## src/rtl/taxi_qsfp_mod_ctrl.sv

```systemverilog
// Per-cage QSFP28 management sequencer: presence debounce, timed module reset,
// t_init wait, then ready. Each cage runs its own FSM and timer.
module taxi_qsfp_mod_ctrl #(
  parameter int CNT          = 2,
  parameter int DEBOUNCE_CYC = 125000,
  parameter int RESET_CYC    = 1250,
  parameter int INIT_CYC     = 250000000
) (
  input  logic             clk,
  input  logic             rst_n,
  input  logic [CNT-1:0]   enable,
  input  logic [CNT-1:0]   reset_req,
  input  logic [CNT-1:0]   lpmode_req,
  input  logic [CNT-1:0]   sel_req,
  input  logic [CNT-1:0]   qsfp_modprsl,
  input  logic [CNT-1:0]   qsfp_intl,
  output logic [CNT-1:0]   qsfp_resetl,
  output logic [CNT-1:0]   qsfp_lpmode,
  output logic [CNT-1:0]   qsfp_modsell,
  output logic [CNT-1:0]   present,
  output logic [CNT-1:0]   ready,
  output logic [CNT-1:0]   int_pending,
  output logic [3*CNT-1:0] state
);

  localparam int MAX_AB  = (DEBOUNCE_CYC > RESET_CYC) ? DEBOUNCE_CYC : RESET_CYC;
  localparam int MAX_CYC = (INIT_CYC > MAX_AB) ? INIT_CYC : MAX_AB;
  localparam int TW      = $clog2(MAX_CYC + 1);

  localparam logic [TW-1:0] DEB_LAST  = TW'(DEBOUNCE_CYC - 1);
  localparam logic [TW-1:0] RST_LAST  = TW'(RESET_CYC - 1);
  localparam logic [TW-1:0] INIT_LAST = TW'(INIT_CYC - 1);
  localparam logic [TW-1:0] TMR_MAX   = {TW{1'b1}};

  typedef enum logic [2:0] {
    ST_ABSENT   = 3'd0,
    ST_DEBOUNCE = 3'd1,
    ST_RESET    = 3'd2,
    ST_INIT     = 3'd3,
    ST_READY    = 3'd4
  } state_t;

  for (genvar gi = 0; gi < CNT; gi++) begin : g_cage
    logic          prs_s1_q, prs_s_q;
    logic          int_s1_q, int_s_q;
    state_t        state_q, state_d;
    logic [TW-1:0] timer_q, timer_d;
    logic          resetl_q, resetl_d;
    logic          lpmode_q, lpmode_d;
    logic          modsell_q, modsell_d;
    logic          present_q, present_d;
    logic          ready_q, ready_d;
    logic          intp_q, intp_d;

    // Synchronisers idle high so an unplugged cage looks absent out of reset.
    always_ff @(posedge clk or negedge rst_n) begin
      if (!rst_n) begin
        prs_s1_q <= 1'b1;
        prs_s_q  <= 1'b1;
        int_s1_q <= 1'b1;
        int_s_q  <= 1'b1;
      end else begin
        prs_s1_q <= qsfp_modprsl[gi];
        prs_s_q  <= prs_s1_q;
        int_s1_q <= qsfp_intl[gi];
        int_s_q  <= int_s1_q;
      end
    end

    always_ff @(posedge clk or negedge rst_n) begin
      if (!rst_n) begin
        state_q   <= ST_ABSENT;
        timer_q   <= '0;
        resetl_q  <= 1'b0;
        lpmode_q  <= 1'b1;
        modsell_q <= 1'b1;
        present_q <= 1'b0;
        ready_q   <= 1'b0;
        intp_q    <= 1'b0;
      end else begin
        state_q   <= state_d;
        timer_q   <= timer_d;
        resetl_q  <= resetl_d;
        lpmode_q  <= lpmode_d;
        modsell_q <= modsell_d;
        present_q <= present_d;
        ready_q   <= ready_d;
        intp_q    <= intp_d;
      end
    end

    always_comb begin
      state_d = state_q;
      timer_d = timer_q;

      case (state_q)
        ST_ABSENT: begin
          if (enable[gi] && !prs_s_q) begin
            state_d = ST_DEBOUNCE;
            timer_d = '0;
          end
        end
        ST_DEBOUNCE: begin
          if (timer_q == DEB_LAST) begin
            state_d = ST_RESET;
            timer_d = '0;
          end else if (timer_q != TMR_MAX) begin
            timer_d = timer_q + 1'b1;
          end
        end
        ST_RESET: begin
          if (timer_q == RST_LAST) begin
            state_d = ST_INIT;
            timer_d = '0;
          end else if (timer_q != TMR_MAX) begin
            timer_d = timer_q + 1'b1;
          end
        end
        ST_INIT: begin
          if (timer_q == INIT_LAST) begin
            state_d = ST_READY;
            timer_d = '0;
          end else if (timer_q != TMR_MAX) begin
            timer_d = timer_q + 1'b1;
          end
        end
        ST_READY: begin
          state_d = ST_READY;
        end
        default: begin
          state_d = ST_ABSENT;
          timer_d = '0;
        end
      endcase

      // Removal/disable beats a reset request; both override the normal flow.
      if (state_q != ST_ABSENT) begin
        if (prs_s_q || !enable[gi]) begin
          state_d = ST_ABSENT;
          timer_d = '0;
        end else if (reset_req[gi] &&
                     (state_q == ST_RESET || state_q == ST_INIT || state_q == ST_READY)) begin
          state_d = ST_RESET;
          timer_d = '0;
        end
      end

      // Outputs are decoded from the next state so they change on the same edge.
      present_d = (state_d == ST_RESET) || (state_d == ST_INIT) || (state_d == ST_READY);
      ready_d   = (state_d == ST_READY);
      resetl_d  = (state_d != ST_ABSENT) && (state_d != ST_RESET);
      lpmode_d  = ready_d ? lpmode_req[gi] : 1'b1;
      modsell_d = !(sel_req[gi] && present_d);
      intp_d    = ready_d && !int_s_q;
    end

    assign qsfp_resetl[gi]    = resetl_q;
    assign qsfp_lpmode[gi]    = lpmode_q;
    assign qsfp_modsell[gi]   = modsell_q;
    assign present[gi]        = present_q;
    assign ready[gi]          = ready_q;
    assign int_pending[gi]    = intp_q;
    assign state[3*gi +: 3]   = state_q;
  end

endmodule

```

## config.mk

```make
export PLATFORM = sky130hd
export DESIGN_NAME = taxi_qsfp_mod_ctrl
export DESIGN_NICKNAME = d
export VERILOG_FILES = /design/src/rtl/taxi_qsfp_mod_ctrl.sv
export SDC_FILE = /design/constraint.sdc
export NUM_CORES = 1
export LEC_CHECK = 0
export CORE_ASPECT_RATIO = 1.2
export CORE_MARGIN = 5
export CORE_UTILIZATION = 50
export DETAILED_ROUTE_END_ITERATION = 12
export GPL_TIMING_DRIVEN = 0
export PLACE_DENSITY_LB_ADDON = 0.25
export SYNTH_ARGS = -nofsm -noshare
export SYNTH_HDL_FRONTEND = slang
export SYNTH_SLANG_ARGS = --single-unit
```

## constraint.sdc

```tcl
create_clock -name clk -period 3.27 [get_ports clk]
set_input_delay 0.654 -clock clk [delete_from_list [all_inputs] [get_ports clk]]
set_output_delay 0.654 -clock clk [all_outputs]
set_load 0.02 [all_outputs]
```

==> flow_summary_export.csv, run 1 <==
group,metric,value,unit
timing,rsz0062_at_grt,"no",
clock_tree,post_cts_buffers,0,
global_routing,track_usage,0.229,
power,p_clk_frac,0.333,
cells_and_area,n_antenna_cell,0,
power,p_leak,2.20,nW
global_routing,overflow,0,
clock_tree,clock_sinks,82,
logic_synthesis,yosys_register_bits,82,
setup_path,cp.arrival,3.25,ns
setup_path,critical_path.startpoint,"enable[1]",
global_routing,antenna_found_initial,0,
logic_synthesis,netlist_top_cells_area,"dfrtp_1, dfstp_2, a21oi_1",
setup_path,r2r-end,"g_cage[1].timer_q[16]$_DFF_PN0_",
cells_and_area,drive_gt1_frac,0.105,
power,ir_drop,0.252,mV
place,hpwl,9490,um
drt,wl_per_cell,17.9,um
logic_synthesis,syn_inst,570,
timing,hold_viol,0,
drt,wl_met3,960,um
cells_and_area,finalNetCount,631,
floorplan,ioPinCount,32,
logic_synthesis,synth_edf_count,0,
setup_path,start_kind,"input pin",
floorplan,die_x,101,um
logic_synthesis,async_flop_share,1.00,
setup_path,path_buf_inv,3,
drt,ant_nets,0,
cells_and_area,top_regs,"g_cage.timer_q (56), g_cage.state_q (6)",
timing,setup_viol_count_final,0,
floorplan,core,9560,um2
power,p_per_area,488,nW/um2
clock_tree,cts-root-buf,"clkbuf_16",
setup_path,worstPathRequired,3.52,ns
global_routing,grt_pass1_wl,22200,um
clock_tree,clk_pin_slew,0.06,ns
logic_synthesis,yosysUniqueCellTypes,66,
timing,slew_violations,0,
drt,wl_met2,6550,um
worst_hold_path,hp-class,"in -> async",
cells_and_area,layout_common_cells,"dfrtp_1, nand2_1, a21oi_1",
timing,relSlewSlack,0.320,
cells_and_area,fillers,870,
logic_synthesis,syn_nets,588,
floorplan,dieArea,11900,um2
clock_tree,cts_tree,"yes",
setup_path,max_stage_delay,0.75,ns
global_routing,grt_max_degree,57,
place,gp_congestion,1.02,
power,total_power,2.77,mW
clock_tree,cts_buffers,9,
clock_tree,ctsHoldBuffers,0,
logic_synthesis,yosysTopAreaCell,"dfrtp_1",
cells_and_area,final_common_cell,"dfrtp_1",
setup_path,cp_slowest_cell,"a2111oi_2",
setup_path,r2r_cells,7,
drt,via_count,4820,
setup_path,crit_end,"g_cage[1].timer_q[4]$_DFF_PN0_",
power,combPwrFrac,0.267,
cells_and_area,area_growth_syn_to_layout,15.5,%
drt,drcViolationCount,0,
setup_path,cp_cell_sequence,"clkdlybuf4s50_1 -> nand2b_1 -> clkbuf_1 -> or2_2 -> a2111oi_2 -> clkbuf_1 -> a21oi_1 -> mux2i_1",
clock_tree,htreeDepth,3,
timing,fmax,334,MHz
setup_path,critical_path_cell_count,8,
drt,viasPerCell,6.50,
floorplan,row_count,39,
logic_synthesis,netlist_area,4920,um2
drt,drt_iter0_drc,402,
run,cap_violations,0,
logic_synthesis,ys.flop_type,"dfrtp_1",
timing,holdWs,0.227,ns
power,p_int,1.84,mW
setup_path,path_class,"in -> reg",
logic_synthesis,yosysTopAreaCellShare,0.356,
floorplan,floorplan.initialDensity,0.514,
outcome,status,"finished clean",
clock_tree,insertion_delay,0.34,ns
timing,tightest_slew,1.01,ns
setup_path,crit_path_end_kind,"flop",
power,p_sw,0.935,mW
setup_path,crit_family,"buffers and inverters",
cells_and_area,largest_register,"g_cage.timer_q",
clock_tree,cts-resized-gates,0,
timing,layout_min_cycle_time,2.99,ns
drt,dr.pass1.iters,6,
power,pwr-share-seq,0.399,
logic_synthesis,syn_avg_cell_area,8.63,um2
drt,wl,13200,um
place,io_buffers,31,
drt,route.top_layer_used,"met4",
setup_path,cp_common_cell,"clkbuf_1",
timing,fin_crit_sh,0.915,
cells_and_area,largest_reg_flops,56,
logic_synthesis,ys_warn_count,0,
timing,fin_skew,0.00777,ns
drt,wl_met1,5250,um
power,swShare,0.337,
setup_path,rrSetupSlack,0.52,ns
global_routing,grt_pass1_vias,4798,
setup_path,r2r-start,"g_cage[1].state_q[0]$_DFF_PN0_",
clock_tree,clock_path_buffers,2,
logic_synthesis,ys_seq_area_frac,0.420,
setup_path,worstPathMaxFanout,10,
floorplan,die_y,119,um
## power groups by stage
stage | clock network [mW] | registers, mW | logic, mW
detailed placement | 0 | 1.12 | 0.728
floorplan | 0 | 1.13 | 0.472
global placement | 0 | 1.12 | 0.705
global route | 0.987 | 1.11 | 0.816
CTS | 0.940 | 1.11 | 0.731
finish | 0.924 | 1.11 | 0.742
## stage by stage
step / utilization / std cells / TNS, ns / setup WS, ns / instance area [um2]
finish: 0.594 / 741 / 0 / 0.278 / 5680
global route: 0.594 / 741 / 0 / 0.228 / 5680
CTS: 0.594 / 741 / 0 / 0.323 / 5680
detailed placement: 0.565 / 725 / -0.0567 / -0.0157 / 5410
global placement: 0.563 / 724 / -94.17 / -1.29 / 5380
floorplan: - / 570 / 0 / 0.957 / 4920
## kinds of logic after synthesis
group                      count (synthesis)  synth area share
and+or+nand+nor                          248             0.277
AOI/OAI and AO/OA                        162             0.216
DFF                                       82             0.420
buffers and inverters                     68            0.0646
muxes                                      5            0.0102
adders and majority gates                  4            0.0102
xor gates and xnor gates                   1           0.00178
## metal layers
| metal | global-route usage | vias to the layer above |
|---|---|---|
| li1 | - | 2227 |
| met1 | 0.278 | 2289 |
| met2 | 0.371 | 247 |
| met3 | 0.0424 | 57 |
| met4 | 0.141 | 0 |
| met5 | 0 | - |
## cells in the mapped netlist (8+ instances only)
cell	number
dfstp_2	12
nor4_1	14
buf_4	13
dfrtp_1	70
and3_1	10
nor3_1	20
a31oi_1	29
o21ai_0	29
nand3_1	37
clkbuf_1	21
and2_1	8
inv_1	27
nand4_1	28
a21oi_1	43
nand2_1	54
nand2b_1	8
nor2_1	34
## layout make-up
cell class	instances	area, um2	area share
clock inverters	6	43.8	0.00771
well taps	123	154	0.0271
plain buffers	41	216	0.0381
multi-input cells	420	2530	0.446
inverters	27	101	0.0178
flip-flops and latches	82	2070	0.364
clock buffers	10	229	0.0403
repair buffers	32	335	0.0590
## worst min path at each step
stage	start	endpoint	slack, ns	cells past startpoint
CTS	rst_n	g_cage[1].ready_q$_DFF_PN0_	0.23	1
detailed placement	g_cage[0].prs_s1_q$_DFF_PN1_	g_cage[0].prs_s_q$_DFF_PN1_	0.35	0
floorplan	g_cage[0].int_s1_q$_DFF_PN1_	g_cage[0].int_s_q$_DFF_PN1_	0.35	0
global placement	g_cage[0].prs_s1_q$_DFF_PN1_	g_cage[0].prs_s_q$_DFF_PN1_	0.35	0
global route	rst_n	g_cage[1].intp_q$_DFF_PN0_	0.25	1
finish	rst_n	g_cage[1].ready_q$_DFF_PN0_	0.23	1
Power figures use the tool's default switching activity.
==> run 2: changes to the inputs <==
- ABC_AREA: default -> 1
==> flow_summary_export.csv, run 2 <==
group,metric,value,unit
outcome,status,"finished clean",
cells_and_area,fillers,1208,
clock_tree,cts-root-buf,"clkbuf_16",
setup_path,crit_path_end_kind,"flop",
logic_synthesis,yosysTopAreaCell,"dfrtp_1",
global_routing,track_usage,0.238,
drt,via_count,5577,
timing,rsz0062_at_grt,"no",
logic_synthesis,syn_inst,860,
global_routing,grt_use_met1,0.265,
global_routing,overflow,0,
timing,hold_viol,0,
clock_tree,post_cts_buffers,0,
clock_tree,insertion_delay,0.35,ns
clock_tree,htreeDepth,3,
global_routing,grt_pass1_vias,5573,
power,ir_drop,0.404,mV
drt,viasPerCell,5.22,
logic_synthesis,yosys_register_bits,82,
cells_and_area,finish.utilization,0.580,
cells_and_area,final_common_cell,"nand2_1",
timing,layout_min_cycle_time,2.33,ns
logic_synthesis,yosysUniqueCellTypes,38,
setup_path,cp.arrival,2.61,ns
logic_synthesis,ys_warn_count,0,
floorplan,dieArea,14400,um2
timing,fin_skew,0.00709,ns
logic_synthesis,synth_common_cells,"nand2_1, inv_1, nor2_1, dfrtp_1, nand3_1",
logic_synthesis,netlist_area,6070,um2
logic_synthesis,ys.flop_type,"dfrtp_1",
floorplan,floorplan.initialDensity,0.505,
floorplan,row_count,44,
place,hpwl,12900,um
setup_path,path_class,"in -> reg",
place,post-place-cells,1053,
cells_and_area,area_growth_syn_to_layout,14.7,%
drt,wl,16700,um
cells_and_area,multi_input_area,3360,um2
place,gp_congestion,0.966,
floorplan,core,12000,um2
place,io_buffers,31,
floorplan,die_y,131,um
clock_tree,cts_tree,"yes",
clock_tree,clock_path_buffers,2,
clock_tree,cts-resized-gates,0,
clock_tree,cts_buffers,9,
logic_synthesis,syn_nets,878,
setup_path,critical_path.startpoint,"enable[1]",
drt,drcViolationCount,0,
logic_synthesis,synth_mux_area_frac,0,
setup_path,r2r-end,"g_cage[1].lpmode_q$_DFF_PN1_",
cells_and_area,finalNetCount,921,
drt,ant_nets,0,
clock_tree,ctsHoldBuffers,0,
global_routing,grt_max_degree,46,
logic_synthesis,synthAdderAreaFrac,0.00825,
timing,fmax,430,MHz
setup_path,r2r_cells,9,
logic_synthesis,synth_top_family_by_area,"simple AND/OR/NAND/NOR gates",
timing,fin_crit_sh,0.711,
timing,slew_violations,0,
logic_synthesis,synth.most_common_cell,"nand2_1",
cells_and_area,seq_area,2070,um2
setup_path,worstPathMaxFanout,10,
setup_path,crit_end,"g_cage[1].timer_q[9]$_DFF_PN0_",
cells_and_area,layout_common_cells,"nand2_1, inv_1, nor2_1",
logic_synthesis,synth-xor-area-share,0.0361,
clock_tree,clk_pin_slew,0.07,ns
cells_and_area,largest_reg_flops,56,
power,p_per_area,469,nW/um2
setup_path,worstPathRequired,3.55,ns
floorplan,ioPinCount,32,
setup_path,start_kind,"input pin",
timing,setup_viol_count_final,0,
setup_path,rrSetupSlack,1.04,ns
logic_synthesis,async_flop_share,1.00,
run,cap_violations,0,
power,p_leak,3.16,nW
floorplan,die_x,111,um
logic_synthesis,synthSimpleGateAreaFrac,0.408,
drt,wl_per_cell,15.6,um
logic_synthesis,syn_avg_cell_area,7.05,um2
drt,dr.pass1.iters,5,
cells_and_area,drive_gt1_frac,0.198,
logic_synthesis,synth_compound_area_frac,0.102,
global_routing,grt_pass1_wl,27600,um
timing,relSlewSlack,0.611,
global_routing,antenna_found_initial,0,
timing,tns,0,ns
logic_synthesis,yosysTopAreaCellShare,0.289,
logic_synthesis,netlist_top_cells_area,"dfrtp_1, nand2_1, a21oi_2",
drt,drt_iter0_drc,291,
timing,tightest_slew,0.582,ns
logic_synthesis,synth_edf_count,0,
cells_and_area,largest_register,"g_cage.timer_q",
cells_and_area,top_regs,"g_cage.timer_q (56), g_cage.state_q (6)",
setup_path,r2r-start,"g_cage[1].timer_q[0]$_DFF_PN0_",
global_routing,met2_usage,0.446,
cells_and_area,finalNonFillerCells,1069,
clock_tree,clock_sinks,82,
global_routing,gr-usage-met3,0.0322,
logic_synthesis,ys_seq_area_frac,0.341,
cells_and_area,n_antenna_cell,0,
global_routing,busiest_layer,"met2",
worst_hold_path,hp-class,"in -> async",
## run 2: changes by cell type in the layout (fill, tap and decap cells not counted), sizes merged, moves of 9 or more
cell | previous run | this run
nand2 | 54 | 300
inv | 27 | 106
nor2 | 34 | 98
a31oi | 29 | 0
nand3 | 37 | 64
nor3 | 20 | 44
xor2 | 1 | 23
clkbuf | 32 | 13
nor4 | 17 | 0
and3 | 10 | 1
buf | 21 | 30
nand4 | 28 | 19
## run 2: metal layers
layer / share of wire / vias to the layer above / wire [um]
li1: - / 2813 / -
met1: 0.38 / 2556 / 6360
met2: 0.53 / 152 / 8890
met3: 0.041 / 56 / 688
met4: 0.044 / 0 / 729
met5: 0 / - / 0
## run 2: worst min path at each step
stage / startpoint / to / slack [ns] / depth (start not counted)
2_1_floorplan: g_cage[0].int_s1_q$_DFF_PN1_ / g_cage[0].int_s_q$_DFF_PN1_ / 0.35 / 0
3_3_place_gp: g_cage[1].prs_s1_q$_DFF_PN1_ / g_cage[1].prs_s_q$_DFF_PN1_ / 0.35 / 0
3_5_place_dp: g_cage[1].prs_s1_q$_DFF_PN1_ / g_cage[1].prs_s_q$_DFF_PN1_ / 0.35 / 0
4_1_cts: rst_n / g_cage[0].timer_q[11]$_DFF_PN0_ / 0.28 / 1
5_1_grt: rst_n / g_cage[0].timer_q[11]$_DFF_PN0_ / 0.31 / 1
6_report: rst_n / g_cage[0].timer_q[11]$_DFF_PN0_ / 0.26 / 1
## run 2: cell families after synthesis
family	Yosys count
AO/OA/AOI/OAI	83
adder cells (fa/ha/maj)	4
AND/OR/NAND/NOR	530
XOR/XNOR	25
flip-flops	82
buffers and inverters	136
## run 2: final cells by class
| type | instances | area share |
|---|---|---|
| clock buffers | 9 | 0.0324 |
| clock inverters | 7 | 0.0187 |
| plain buffers | 32 | 0.0351 |
| multi-input cells | 642 | 0.484 |
| well taps | 161 | 0.0290 |
| repair buffers | 32 | 0.0482 |
| flip-flops and latches | 82 | 0.297 |
| inverters | 104 | 0.0561 |
## run 2: critical path, stage by stage
cell and delay [ns]:
clkdlybuf4s50_1 0.45, inv_1 0.04, nor2_1 0.31, nor2_1 0.15
a211oi_4 0.55, inv_2 0.13, buf_6 0.20, a21oi_2 0.11
## run 2: report_power, final
group          switching (mW)  internal, mW  leakage (nW)
Clock                   0.470         0.763         0.174
Sequential             0.0569          1.07          1.10
Combinational           0.617         0.288          1.89
## run 2: metrics by stage
stage          setup slack (ns)  cell area [um2]  hold slack (ns)  power (mW)
2_1_floorplan              1.50             6070            0.345        1.76
3_3_place_gp              -1.40             6580            0.346        2.04
3_5_place_dp              0.645             6600            0.347        2.06
4_1_cts                   0.975             6960            0.280        3.29
5_1_grt                   0.790             6960            0.309        3.42
6_report                  0.945             6960            0.258        3.26
==> run 3: changes to the inputs <==
- clock period: 3.27 -> 2.2 ns (I/O delays scaled with it)
==> flow_summary_export.csv, run 3 (synthesized netlist as in run 2, its figures left out) <==
group,metric,value,unit
global_routing,grt_max_degree,46,
clock_tree,cts_tree,"yes",
timing,rsz0062_at_grt,"no",
clock_tree,clock_sinks,82,
clock_tree,cts_buffers,9,
floorplan,die_y,131,um
timing,setup_viol_count_final,0,
outcome,status,"finished clean",
clock_tree,cts-root-buf,"clkbuf_16",
place,place_area,6600,um2
cells_and_area,layout_common_cells,"nand2_1, inv_1, nor2_1",
global_routing,track_usage,0.238,
setup_path,worstPathMaxFanout,10,
drt,via_count,5603,
timing,fin_skew,0.00666,ns
floorplan,dieArea,14400,um2
global_routing,grt_pass1_vias,5573,
setup_path,path_class,"in -> reg",
floorplan,floorplan.initialDensity,0.505,
floorplan,row_count,44,
timing,hold_viol,0,
timing,fin_crit_sh,0.946,
setup_path,start_kind,"input pin",
timing,relSlewSlack,0.611,
power,total_power,4.86,mW
setup_path,cp.arrival,2.36,ns
cells_and_area,largest_reg_flops,56,
drt,drt_iter0_drc,292,
cells_and_area,area_growth_syn_to_layout,15.2,%
cells_and_area,n_antenna_cell,0,
cells_and_area,finalNetCount,921,
setup_path,crit_path_end_kind,"flop",
cells_and_area,finalInstanceArea,6990,um2
clock_tree,clock_path_buffers,2,
clock_tree,clk_pin_slew,0.07,ns
cells_and_area,multi_input_area,3390,um2
drt,dr.pass1.iters,5,
floorplan,die_x,111,um
drt,viasPerCell,5.24,
worst_hold_path,hp-class,"in -> async",
drt,drcViolationCount,0,
clock_tree,post_cts_buffers,0,
floorplan,core,12000,um2
timing,slew_violations,0,
drt,wl,16700,um
power,p_per_area,696,nW/um2
clock_tree,insertion_delay,0.35,ns
cells_and_area,finish.utilization,0.582,
timing,tightest_slew,0.582,ns
cells_and_area,largest_register,"g_cage.timer_q",
cells_and_area,seq_area,2070,um2
cells_and_area,drive_gt1_frac,0.205,
drt,wl_per_cell,15.6,um
cells_and_area,top_regs,"g_cage.timer_q (56), g_cage.state_q (6)",
timing,fmax,481,MHz
floorplan,ioPinCount,32,
clock_tree,htreeDepth,3,
place,hpwl,12900,um
clock_tree,ctsHoldBuffers,0,
timing,layout_min_cycle_time,2.08,ns
power,ir_drop,0.596,mV
place,io_buffers,31,
cells_and_area,fillers,1206,
global_routing,grt_pass1_wl,27600,um
run,cap_violations,0,
cells_and_area,final_common_cell,"nand2_1",
place,gp_congestion,0.966,
global_routing,antenna_found_initial,0,
power,p_leak,3.19,nW
drt,ant_nets,0,
setup_path,worstPathRequired,2.48,ns
global_routing,overflow,0,
## run 3: cell counts in the layout (fill, tap and decap cells not counted)
No cell type changed its count.
## run 3: final cells by class
cell class | count | area share
Multi-Input combinational cell | 642 | 0.485
Sequential cell | 82 | 0.296
Inverter | 104 | 0.0559
Timing Repair Buffer | 32 | 0.0480
Buffer | 32 | 0.0355
Clock buffer | 9 | 0.0322
Tap cell | 161 | 0.0288
Clock inverter | 7 | 0.0186
## run 3: routing by layer
metal | vias up | global-route usage | part of all wire
li1 | 2807 | - | -
met1 | 2600 | 0.265 | 0.39
met2 | 136 | 0.446 | 0.53
met3 | 60 | 0.0322 | 0.035
met4 | 0 | 0.122 | 0.043
met5 | - | 0 | 0
## run 3: stage by stage
step           std cells  worst slack (ns)  hold slack, ns  TNS [ns]
2_1_floorplan        860             0.429           0.144         0
3_3_place_gp        1052             -2.26           0.346   -179.99
3_5_place_dp        1053            -0.211           0.347     -7.86
4_1_cts             1069           0.00230          0.0661         0
5_1_grt             1069            0.0146          0.0945         0
6_report            1069             0.119          0.0439         0
## run 3: timing repair
| action | in CTS | in global routing |
|---|---|---|
| endpoints found under the setup margin | 20 | 50 |
| pin swaps | 0 | 3 |
| gates resized for setup | 1 | 8 |
## run 3: final timing paths
path                                           startpoint                         endpoint  slack [ns]  cells after the start
max                                             enable[1]   g_cage[1].timer_q[9]$_DFF_PN0_        0.12                      8
min reg2reg                  g_cage[1].prs_s1_q$_DFF_PN1_      g_cage[1].prs_s_q$_DFF_PN1_        0.36                      0
max reg2reg                g_cage[1].timer_q[0]$_DFF_PN0_  g_cage[1].timer_q[25]$_DFF_PN0_        0.13                     11
min in group clk             g_cage[1].prs_s1_q$_DFF_PN1_      g_cage[1].prs_s_q$_DFF_PN1_        0.36                      0
min                                                 rst_n  g_cage[0].timer_q[11]$_DFF_PN0_        0.04                      1
max in group asynchronous                           rst_n     g_cage[1].int_s1_q$_DFF_PN1_        1.50                      2
## run 3: report_power, final
part	internal, mW	total, mW	switching, mW	leakage (nW)
clock	1.13	1.83	0.696	0.174
sequential	1.59	1.68	0.0860	1.09
combinational	0.431	1.35	0.920	1.93
total	3.16	4.86	1.70	3.19
## run 3: worst max-delay path, stage by stage
cell	delay [ns]
clkdlybuf4s50_1	0.45
inv_1	0.04
nor2_1	0.33
nor2_1	0.15
a211oi_4	0.50
inv_2	0.13
buf_6	0.20
a21oi_2	0.11
